==> src/rtl/kpg_prefix_adder_pipe.sv <==
// rtl/kpg_prefix_adder_pipe.sv - pipelined Kogge-Stone KPG adder/subtractor with valid/ready stages
// Stage 0 encodes KPG, stages 1..LEVELS do one doubling each, the last stage forms sum/cout/ovf.
module kpg_prefix_adder_pipe #(
   parameter int WIDTH = 32
) (
   input  logic             clk,
   input  logic             rst_n,
   input  logic             in_valid,
   output logic             in_ready,
   input  logic [WIDTH-1:0] a,
   input  logic [WIDTH-1:0] b,
   input  logic             cin,
   input  logic             sub,
   output logic             out_valid,
   input  logic             out_ready,
   output logic [WIDTH-1:0] sum,
   output logic             cout,
   output logic             ovf
);
   localparam int LEVELS = $clog2(WIDTH);
   localparam int LAST   = LEVELS + 1;
   localparam logic [1:0] KPG_K = 2'b00;
   localparam logic [1:0] KPG_P = 2'b01;
   localparam logic [1:0] KPG_G = 2'b11;

   function automatic logic [1:0] kpg_op(input logic [1:0] hi, input logic [1:0] lo);
      return (hi == KPG_P) ? lo : hi;
   endfunction

   logic [LAST:0]         v_q, v_d, rdy, ld;
   logic [WIDTH-1:0]      x_q  [0:LEVELS];
   logic [WIDTH-1:0]      x_d  [0:LEVELS];
   logic [1:0]            c0_q [0:LEVELS];
   logic [1:0]            c0_d [0:LEVELS];
   logic [WIDTH-1:0][1:0] y_q  [0:LEVELS];
   logic [WIDTH-1:0][1:0] y_d  [0:LEVELS];
   logic [WIDTH-1:0]      b_eff, cy, ci;
   logic [WIDTH-1:0]      sum_q, sum_d;
   logic                  cout_q, cout_d, ovf_q, ovf_d;

   // A stage may load when it or any later stage is empty, or the consumer takes this cycle.
   genvar s;
   for (s = 0; s <= LAST; s++) begin : g_rdy
      assign rdy[s] = out_ready | ~(&v_q[LAST:s]);
   end

   always_comb begin
      v_d   = v_q;
      ld    = '0;
      ld[0] = rdy[0] & in_valid;
      if (rdy[0]) v_d[0] = in_valid;
      for (int i = 1; i <= LAST; i++) begin
         ld[i] = rdy[i] & v_q[i-1];
         if (rdy[i]) v_d[i] = v_q[i-1];
      end
   end

   always_comb begin
      b_eff   = sub ? ~b : b;
      x_d[0]  = a ^ b_eff;
      c0_d[0] = (sub | cin) ? KPG_G : KPG_K;
      y_d[0]  = '0;
      for (int i = 0; i < WIDTH; i++) begin
         y_d[0][i] = (a[i] == b_eff[i]) ? {a[i], a[i]} : KPG_P;
      end
      for (int j = 1; j <= LEVELS; j++) begin
         x_d[j]  = x_q[j-1];
         c0_d[j] = c0_q[j-1];
         y_d[j]  = y_q[j-1];
         for (int i = (1 << (j-1)); i < WIDTH; i++) begin
            y_d[j][i] = kpg_op(y_q[j-1][i], y_q[j-1][i - (1 << (j-1))]);
         end
         y_d[j][(1 << (j-1)) - 1] = kpg_op(y_q[j-1][(1 << (j-1)) - 1], c0_q[j-1]);
      end
   end

   // With a power-of-two width the MSB group never meets c0 in the doublings; resolve it here.
   always_comb begin
      cy = '0;
      for (int i = 0; i < WIDTH; i++) begin
         cy[i] = (y_q[LEVELS][i] == KPG_P) ? c0_q[LEVELS][1] : y_q[LEVELS][i][1];
      end
      ci     = {cy[WIDTH-2:0], c0_q[LEVELS][1]};
      sum_d  = x_q[LEVELS] ^ ci;
      cout_d = cy[WIDTH-1];
      ovf_d  = ci[WIDTH-1] ^ cy[WIDTH-1];
   end

   always_ff @(posedge clk or negedge rst_n) begin
      if (!rst_n) begin
         v_q    <= '0;
         sum_q  <= '0;
         cout_q <= 1'b0;
         ovf_q  <= 1'b0;
      end else begin
         v_q <= v_d;
         if (ld[LAST]) begin
            sum_q  <= sum_d;
            cout_q <= cout_d;
            ovf_q  <= ovf_d;
         end
      end
   end

   always_ff @(posedge clk) begin
      for (int k = 0; k <= LEVELS; k++) begin
         if (ld[k]) begin
            x_q[k]  <= x_d[k];
            c0_q[k] <= c0_d[k];
            y_q[k]  <= y_d[k];
         end
      end
   end

   assign in_ready  = rdy[0];
   assign out_valid = v_q[LAST];
   assign sum       = sum_q;
   assign cout      = cout_q;
   assign ovf       = ovf_q;

endmodule
==> config.mk <==
export PLATFORM = sky130hd
export DESIGN_NAME = kpg_prefix_adder_pipe
export DESIGN_NICKNAME = d
export VERILOG_FILES = /design/src/rtl/kpg_prefix_adder_pipe.sv
export SDC_FILE = /design/constraint.sdc
export NUM_CORES = 1
export LEC_CHECK = 0
export CAP_MARGIN = 20
export CORE_MARGIN = 2
export CORE_UTILIZATION = 45
export DETAILED_ROUTE_END_ITERATION = 6
export DONT_BUFFER_PORTS = 1
export HOLD_SLACK_MARGIN = 0.06
export SETUP_SLACK_MARGIN = 0.4
export SYNTH_ARGS = -nofsm -noshare
export SYNTH_HDL_FRONTEND = slang
export SYNTH_SLANG_ARGS = --single-unit
==> constraint.sdc <==
create_clock -name clk -period 21.7 [get_ports clk]
set_input_delay 2.17 -clock clk [delete_from_list [all_inputs] [get_ports clk]]
set_output_delay 2.17 -clock clk [all_outputs]
set_load 0.05 [all_outputs]
==> results of run 1 <==
## cell usage after synthesis (all sizes together) (2+ instances only)
cell type  number  area (µm²)
a21o          135        1013
a21oi          33       330.3
a31oi           2       12.51
and2           34       212.7
buf            12       102.6
dfrtp          41        1026
edfxtp        582       17480
inv            33       123.9
mux2           33       371.6
nand2           2       10.01
nand2b         36       227.7
nor2b           2       12.51
o21a          134        1006
or2             3       18.77
xnor2          63       551.8
xor2           33       289.0
## worst max-delay path: cells and delay by family
family           cells  cell delay (ns)
AND/OR/NAND/NOR      3             1.34
## stage by stage
stage	setup slack, ns	hold WS [ns]	std cells
after CTS	16.00	0.4108	1956
final	16.01	0.4118	1957
after global placement	16.01	0.4005	1856
after detailed placement	16.01	0.4045	1856
after global routing	15.95	0.4168	1957
after floorplan	11.28	0.4003	1187
## power by group
| group | total [mW] | internal [mW] | switching, mW |
|---|---|---|---|
| clock | 0.951 | 0.557 | 0.394 |
| combinational | 0.297 | 0.132 | 0.165 |
| sequential | 1.91 | 1.64 | 0.263 |
## per-layer routing
metal,GRT usage [%],vias up,share of wire [%]
met4,3.571,0,1.6
li1,-,4650,-
met2,23.84,143,49
met3,3.237,47,4.3
met5,0,-,0
met1,19.31,4853,45
## flip-flops by register name, indices dropped and copies added (netlist names)
signal / flops
c0_q: 6
x_q: 192
y_q: 384
cout: 1
sum: 32
ovf: 1
v_q: 7
## kinds of logic after synthesis
family	count (synthesis)	synth area share (%)
flip-flops	623	80.98
AO/OA/AOI/OAI	308	10.47
XOR/XNOR	96	3.680
AND/OR/NAND/NOR	82	2.251
buffers and inverters	45	0.9912
multiplexers	33	1.626
## layout make-up
cell class | count | area share [%]
clock inverter | 26 | 1.045
inverter | 33 | 0.4858
clock buffer | 74 | 5.923
sequential | 623 | 72.57
timing repair buffer | 10 | 0.3435
tap | 672 | 3.298
multi-input combinational | 519 | 16.34
## final timing paths
check                                start          to  slack [ns]  cells after the start
worst max-delay path             out_ready    in_ready       16.01                      3
worst min-delay path            x_q[4][15]  x_q[5][15]        0.41                      0
worst max register to register      v_q[6]   y_q[1][6]       18.62                      5
worst min register to register  x_q[4][15]  x_q[5][15]        0.41                      0
max in group asynchronous            rst_n     sum[10]       20.32                      0
min in group asynchronous            rst_n     sum[21]        1.28                      0
## cell usage in the layout (no fill, tap or decap), drive strengths merged, types with 2 or more instances in the layout
| master | netlist | layout |
|---|---|---|
| and2 | 34 | 34 |
| a21o | 135 | 135 |
| nor2b | 2 | 2 |
| edfxtp | 582 | 582 |
| a31oi | 2 | 2 |
| inv | 33 | 33 |
| bufinv | 0 | 6 |
| or2 | 3 | 3 |
| nand2 | 2 | 2 |
| xor2 | 33 | 33 |
| mux2 | 33 | 33 |
| buf | 12 | 10 |
| nand2b | 36 | 36 |
| clkinv | 0 | 20 |
| dfrtp | 41 | 41 |
| o21a | 134 | 134 |
| clkbuf | 0 | 74 |
| a21oi | 33 | 33 |
| xnor2 | 63 | 63 |
==> impl_metrics.py, run 1 <==
metrics = {
    "cts": {
        "cts_sinks": 623,
        "cts_root_buf": "clkbuf_16",
        "cts_max_level": 2,
        "clk_pin_slew_ns": 0.06,
        "post_cts.repair.setup_buffers": 0,
        "cts_buffers": 57,
        "cts.repair.resized": 0,
        "clk_path_buf_depth": 3,
        "postCtsHoldBufs": 0,
        "clkLatencyLatePin_ns": 0.58,
        "cts_tree": "yes",
    },
    "timing": {
        "finalSetupViolCount": 0,
        "relSlewSlack_pct": 36.70,
        "worst_pin_slew_ns": 0.9495,
        "hold_violations": 0,
        "tns_ns": 0,
        "final_max_slew_viol_count": 0,
        "min_period_ns": 5.689,
        "fmax_mhz": 175.8,
        "skew_ns": 0.01252,
        "rsz0062_at_grt": "false",
        "fin_crit_sh_pct": 26.22,
    },
    "die": {
        "core.rowCount": 82,
        "dieWidth_um": 229.3,
        "pin_count": 106,
        "dieArea_um2": 52590,
        "die_h_um": 229.3,
        "coreArea_um2": 50170,
        "start_util_pct": 45.54,
    },
    "routing": {
        "drt-initial-drc-count": 629,
        "vias": 9693,
        "vias_per_cell": 4.953,
        "remaining_drc_errors": 0,
        "routedWlPerCell_um": 18.79,
        "detail-route-antenna-nets": 0,
        "drt-total-wl_um": 36760,
        "dr.pass1.iters": 5,
    },
    "layout": {
        "multi_input_area_um2": 4165,
        "fin_nets": 1314,
        "design_area_um2": 25500,
        "fillers": 3965,
        "drive_gt1_share_pct": 12.06,
        "seqCellArea_um2": 18500,
        "area_growth_pct": 11.59,
        "diodes": 0,
        "final_core_util_pct": 50.82,
    },
    "synthesis": {
        "netlist_area_um2": 22850,
        "yosys_warnings": 0,
        "syn_inst": 1187,
        "seq_area_frac_synth_pct": 80.98,
        "ys_dominant_reg_cell": "edfxtp_1",
        "avgSynthCellArea_um2": 19.25,
        "yosysUniqueCellTypes": 32,
        "synth-edff-count": 582,
        "async_flop_share_pct": 6.581,
        "syn-num-nets": 1257,
        "ys_ff_latch": 623,
    },
    "critical_path": {
        "worstPathCellList": "and4b_1 > and3_1 > nand3_1",
        "crit_fanout": 7,
        "slowest_stage": "nand3_1",
        "slowest_delay_ns": 0.53,
        "end_kind": "output port",
        "critical_path_required_ns": 19.53,
        "arrival_ns": 3.52,
        "path_class": "in2out",
        "cp-start-kind": "primary input",
    },
    "power": {
        "p_per_area_nw_per_um2": 123.7,
        "power.total_mw": 3.154,
        "leakage_nw": 8.921,
        "peakVddDrop_mv": 0.05413,
    },
    "grt": {
        "grt_pass1_vias": 9959,
        "antenna_found_initial": 0,
        "grt_pass1_wl_um": 57560,
        "grt_use_total_pct": 14.36,
        "grt_max_degree": 71,
        "grt_overflow": 0,
    },
    "placed_design": {
        "placedInstanceArea_um2": 23700,
        "io_buffers": 0,
        "place.gp.congestion": 0.7443,
        "dp_hpwl_um": 25600,
    },
    "worst_hold_path": {
        "hp-class": "reg2reg",
    },
    "outcome": {
        "status": "finished, final reports clean",
    },
    "run": {
        "maxCapViolations": 0,
    },
}
(Power assumes the default switching activity.)
==> inputs of run 2 (changes only) <==
==> constraint.sdc (replaced) <==
create_clock -name clk -period 5.6 [get_ports clk]
set_input_delay 0.56 -clock clk [delete_from_list [all_inputs] [get_ports clk]]
set_output_delay 0.56 -clock clk [all_outputs]
set_load 0.05 [all_outputs]
==> impl_metrics.py, run 2 (synthesized netlist as in run 1, its figures left out) <==
metrics = {
    "timing": {
        "rsz0062_at_grt": "false",
        "worst_pin_slew_ns": 0.8314,
        "tns_ns": 0,
        "fin_crit_sh_pct": 59.56,
        "fmax_mhz": 299.8,
        "hold_violations": 0,
        "final_max_slew_viol_count": 0,
        "skew_ns": 0.008623,
        "finalSetupViolCount": 0,
        "min_period_ns": 3.335,
        "relSlewSlack_pct": 44.57,
    },
    "worst_hold_path": {
        "holdCritStartpoint": "a[13]",
        "hp-class": "in2reg",
    },
    "placed_design": {
        "dp_hpwl_um": 25800,
        "place.gp.congestion": 0.7559,
        "placedInstanceArea_um2": 23730,
        "io_buffers": 0,
        "place_inst": 1857,
    },
    "critical_path": {
        "critPathTopFamily": "simple AND/OR/NAND/NOR gates",
        "r2r_slack_ns": 2.61,
        "r2r-start": "v_q[6]",
        "crit_start": "v_q[6]",
        "end_kind": "output port",
        "path_class": "reg2out",
        "slowest_delay_ns": 0.68,
        "crit_fanout": 7,
        "slowest_stage": "dfrtp_1",
        "cp-start-kind": "flop",
        "arrival_ns": 2.78,
        "critical_path_required_ns": 5.04,
        "critPathBufInv": 0,
        "worstPathCellList": "and4b_1 > and3_1 > nand3_1",
    },
    "grt": {
        "grt_max_degree": 98,
        "grt_pass1_vias": 9864,
        "grt_overflow": 0,
        "grt_use_total_pct": 14.40,
        "grt_pass1_wl_um": 57850,
        "antenna_found_initial": 0,
    },
    "die": {
        "pin_count": 106,
        "start_util_pct": 45.54,
        "die_h_um": 229.3,
        "dieArea_um2": 52590,
        "dieWidth_um": 229.3,
        "core.rowCount": 82,
        "coreArea_um2": 50170,
    },
    "routing": {
        "remaining_drc_errors": 0,
        "vias_per_cell": 4.923,
        "vias": 9699,
        "routedWlPerCell_um": 18.84,
        "drt-initial-drc-count": 592,
        "dr.pass1.iters": 5,
        "detail-route-antenna-nets": 0,
        "drt-total-wl_um": 37110,
    },
    "cts": {
        "clk_path_buf_depth": 3,
        "clkLatencyLatePin_ns": 0.60,
        "cts_tree": "yes",
        "cts_max_level": 2,
        "cts_buffers": 59,
        "cts_sinks": 623,
        "cts_root_buf": "clkbuf_16",
        "cts.repair.resized": 0,
        "clk_pin_slew_ns": 0.06,
    },
    "power": {
        "peakVddDrop_mv": 0.2503,
        "p_per_area_nw_per_um2": 483.2,
        "leakage_nw": 9.000,
    },
    "layout": {
        "drive_gt1_share_pct": 12.56,
        "area_growth_pct": 12.37,
        "finalNonFillerCells": 1970,
        "final_common_cell": "edfxtp_1",
        "fin_nets": 1319,
        "regMostFlops": "y_q",
        "largest_reg_flops": 384,
        "design_area_um2": 25670,
        "mostFrequentLayoutCells": "edfxtp_1, a21o_1, o21a_1",
        "fillers": 3963,
        "diodes": 0,
    },
    "outcome": {
        "status": "finished, final reports clean",
    },
    "run": {
        "maxCapViolations": 0,
    },
}
==> run 2: changes by cell type in the layout (fill, tap and decap cells not counted), sizes merged <==
cell         delta
clkinvlp        +2
dlygate4sd3     +2
buf             +1
clkinv         +10
clkbuf          -2
==> run 2: timing repair <==
action	CTS	global route
hold buffers	3	0
endpoints found under the hold margin	42	0
setup buffers	0	0
==> run 2: final timing paths <==
path / end / cells past startpoint
worst max-delay path: in_ready / 3
worst min-delay path: y_q[0][26] / 1
worst max register to register: x_q[2][7] / 5
worst min register to register: x_q[1][26] / 0
max in group asynchronous: sum[5] / 2
min in group asynchronous: cout / 2
==> run 2: layer usage <==
metal	vias up	track usage (%)	routed length, µm
li1	4662	-	-
met1	4815	19.81	16980
met2	168	23.27	17810
met3	54	2.689	1442
met4	0	4.830	875
met5	-	0	0
==> run 2: layout make-up <==
class	count	area, µm²	share of cell area (%)
Clock buffer	72	1568	6.106
Clock inverter	38	326.6	1.272
Inverter	33	123.9	0.4825
Multi-Input combinational cell	519	4165	16.22
Sequential cell	623	18500	72.07
Tap cell	672	840.8	3.275
Timing Repair Buffer	13	147.6	0.5751
==> run 2: power by group <==
| group | total [mW] | leakage [nW] | switching (mW) | internal, mW |
|---|---|---|---|---|
| logic | 1.17 | 2.00 | 0.657 | 0.517 |
| registers | 7.39 | 6.08 | 1.02 | 6.36 |
| clock network | 3.84 | 0.925 | 1.59 | 2.25 |
| total | 12.4 | 9.00 | 3.27 | 9.13 |
==> run 2: per-stage QoR <==
step | hold WS, ns | setup slack, ns | total power, mW | util, %
CTS | 0.1066 | 2.254 | 12.56 | 51.17
global placement | 0.2654 | 2.644 | 8.635 | 47.30
detailed placement | 0.2653 | 2.607 | 8.687 | 47.30
floorplan | 0.2644 | 0.9360 | 8.208 | -
finish | 0.1387 | 2.265 | 12.40 | 51.17
global route | 0.1120 | 2.179 | 12.93 | 51.17
==> inputs of run 3 (changes only) <==
==> constraint.sdc (replaced) <==
create_clock -name clk -period 3.1 [get_ports clk]
set_input_delay 0.31 -clock clk [delete_from_list [all_inputs] [get_ports clk]]
set_output_delay 0.31 -clock clk [all_outputs]
set_load 0.05 [all_outputs]
==> impl_metrics.py, run 3 (synthesized netlist as in run 1, its figures left out) <==
metrics = {
    "layout": {
        "regMostFlops": "y_q",
        "finalNonFillerCells": 2062,
        "mostFrequentLayoutCells": "edfxtp_1, a21o_1, o21a_1",
        "fillers": 3966,
        "largest_reg_flops": 384,
        "final_common_cell": "edfxtp_1",
        "seqCellArea_um2": 18500,
        "final_core_util_pct": 53.17,
        "area_growth_pct": 16.75,
        "design_area_um2": 26680,
        "multi_input_area_um2": 4177,
        "fin_nets": 1416,
        "diodes": 0,
        "drive_gt1_share_pct": 13.96,
    },
    "timing": {
        "final_max_slew_viol_count": 0,
        "fmax_mhz": 406.1,
        "worst_pin_slew_ns": 0.8180,
        "relSlewSlack_pct": 45.27,
        "min_period_ns": 2.462,
        "rsz0062_at_grt": "false",
        "finalSetupViolCount": 0,
        "skew_ns": 0.01828,
        "fin_crit_sh_pct": 79.43,
        "setup_ws_ns": 0.6377,
        "hold_violations": 0,
    },
    "placed_design": {
        "place.gp.congestion": 0.7652,
        "dp_hpwl_um": 27340,
        "place_inst": 1883,
        "placedInstanceArea_um2": 24010,
        "place_ws_ns": 0.7570,
        "io_buffers": 0,
    },
    "power": {
        "peakVddDrop_mv": 0.4071,
        "p_per_area_nw_per_um2": 849.2,
        "leakage_nw": 9.409,
    },
    "worst_hold_path": {
        "holdCritStartpoint": "a[8]",
        "hold_end": "x_q[0][8]",
        "hp-class": "in2reg",
        "whs_path_depth": 3,
    },
    "die": {
        "core.rowCount": 82,
        "coreArea_um2": 50170,
        "pin_count": 106,
        "die_h_um": 229.3,
        "dieArea_um2": 52590,
        "dieWidth_um": 229.3,
        "start_util_pct": 45.54,
    },
    "grt": {
        "use_met1_pct": 20.76,
        "grt_pass1_wl_um": 60840,
        "grtUsageMet2_pct": 24.95,
        "grt_overflow": 0,
        "grt_pass1_vias": 10410,
        "grtUsageMet3_pct": 3.000,
        "antenna_found_initial": 0,
        "busiest_layer": "met2",
        "grt_max_degree": 52,
        "grt_use_total_pct": 15.12,
    },
    "critical_path": {
        "worstPathCellList": "and4b_2 > and3_4 > nand3_2",
        "slowest_stage": "dfrtp_2",
        "critical_path_required_ns": 2.79,
        "r2r_end": "x_q[0][6]",
        "arrival_ns": 2.15,
        "r2r_slack_ns": 0.77,
        "path_class": "reg2out",
        "reg2reg_depth": 4,
        "r2r-start": "v_q[6]",
        "end_kind": "output port",
        "slowest_delay_ns": 0.55,
        "crit_fanout": 7,
        "cp-start-kind": "flop",
    },
    "cts": {
        "cts_tree": "yes",
        "clk_pin_slew_ns": 0.06,
        "cts_sinks": 623,
        "cts_root_buf": "clkbuf_16",
        "clkLatencyLatePin_ns": 0.61,
        "cts_buffers": 57,
        "clk_path_buf_depth": 3,
        "cts_max_level": 2,
    },
    "routing": {
        "drt-initial-drc-count": 633,
        "remaining_drc_errors": 0,
        "vias_per_cell": 4.840,
        "drt-total-wl_um": 38550,
        "vias": 9980,
        "routedWlPerCell_um": 18.69,
        "detail-route-antenna-nets": 0,
        "dr.pass1.iters": 4,
    },
    "run": {
        "maxCapViolations": 0,
    },
    "outcome": {
        "status": "finished, final reports clean",
    },
}
==> run 3: cell types whose count changed in the layout (fill, tap and decap cells not counted), moves of 2 or more <==
| cell | before | now |
|---|---|---|
| buf_4 | 8 | 28 |
| clkinvlp_4 | 2 | 5 |
| clkbuf_1 | 11 | 15 |
| clkbuf_16 | 61 | 59 |
| clkinv_2 | 11 | 6 |
| inv_6 | 0 | 2 |
| dlygate4sd3_1 | 2 | 74 |
| buf_12 | 2 | 9 |
| clkinv_1 | 18 | 7 |
==> run 3: worst max-delay path by stage <==
| stage | slack (ns) | to | startpoint | cells after the start |
|---|---|---|---|---|
| finish | 0.64 | in_ready | v_q[6] | 3 |
| global route | 0.54 | in_ready | v_q[6] | 3 |
| CTS | 0.42 | in_ready | v_q[6] | 3 |
| detailed placement | 0.76 | x_q[0][1] | v_q[6] | 4 |
| global placement | 0.78 | x_q[1][1] | v_q[6] | 4 |
| floorplan | -0.15 | c0_q[1][0] | v_q[6] | 4 |
==> run 3: final cells by class <==
cell class                      count  area share (%)
Inverter                           33          0.4644
Sequential cell                   623           69.37
Tap cell                          672           3.152
Clock inverter                     29           1.271
Clock buffer                       74           5.746
Multi-Input combinational cell    519           15.66
Timing Repair Buffer              112           4.343
==> run 3: per-stage QoR <==
step | TNS [ns] | hold slack, ns | power, mW
6_report | 0 | 0.09762 | 22.65
3_3_place_gp | 0 | 0.01554 | 15.76
3_5_place_dp | 0 | 0.01545 | 15.85
2_1_floorplan | -28.59 | 0.01441 | 14.79
4_1_cts | 0 | 0.06042 | 22.95
5_1_grt | 0 | 0.08948 | 23.64
==> run 3: worst max-delay path: cells and delay by family (launching register included) <==
kind,cells,cell delay [ns]
flops,1,0.55
simple gates,3,0.99
==> run 3: power by group <==
group | switching [mW] | internal, mW
Combinational | 1.20 | 1.13
Clock | 2.86 | 4.07
Sequential | 1.92 | 11.5
==> run 3: repair_timing <==
action	CTS	global route
setup buffers	0	0
hold endpoints to repair	148	0
hold buffers	76	0
resized for setup	0	1
setup endpoints to repair	0	1
==> run 3: routing by layer <==
metal	part of all wire [%]	vias up	routed length, µm
met3	4.3	52	1653
met5	0	-	0
met1	45	4899	17390
li1	-	4859	-
met2	49	170	18850
met4	1.7	0	651
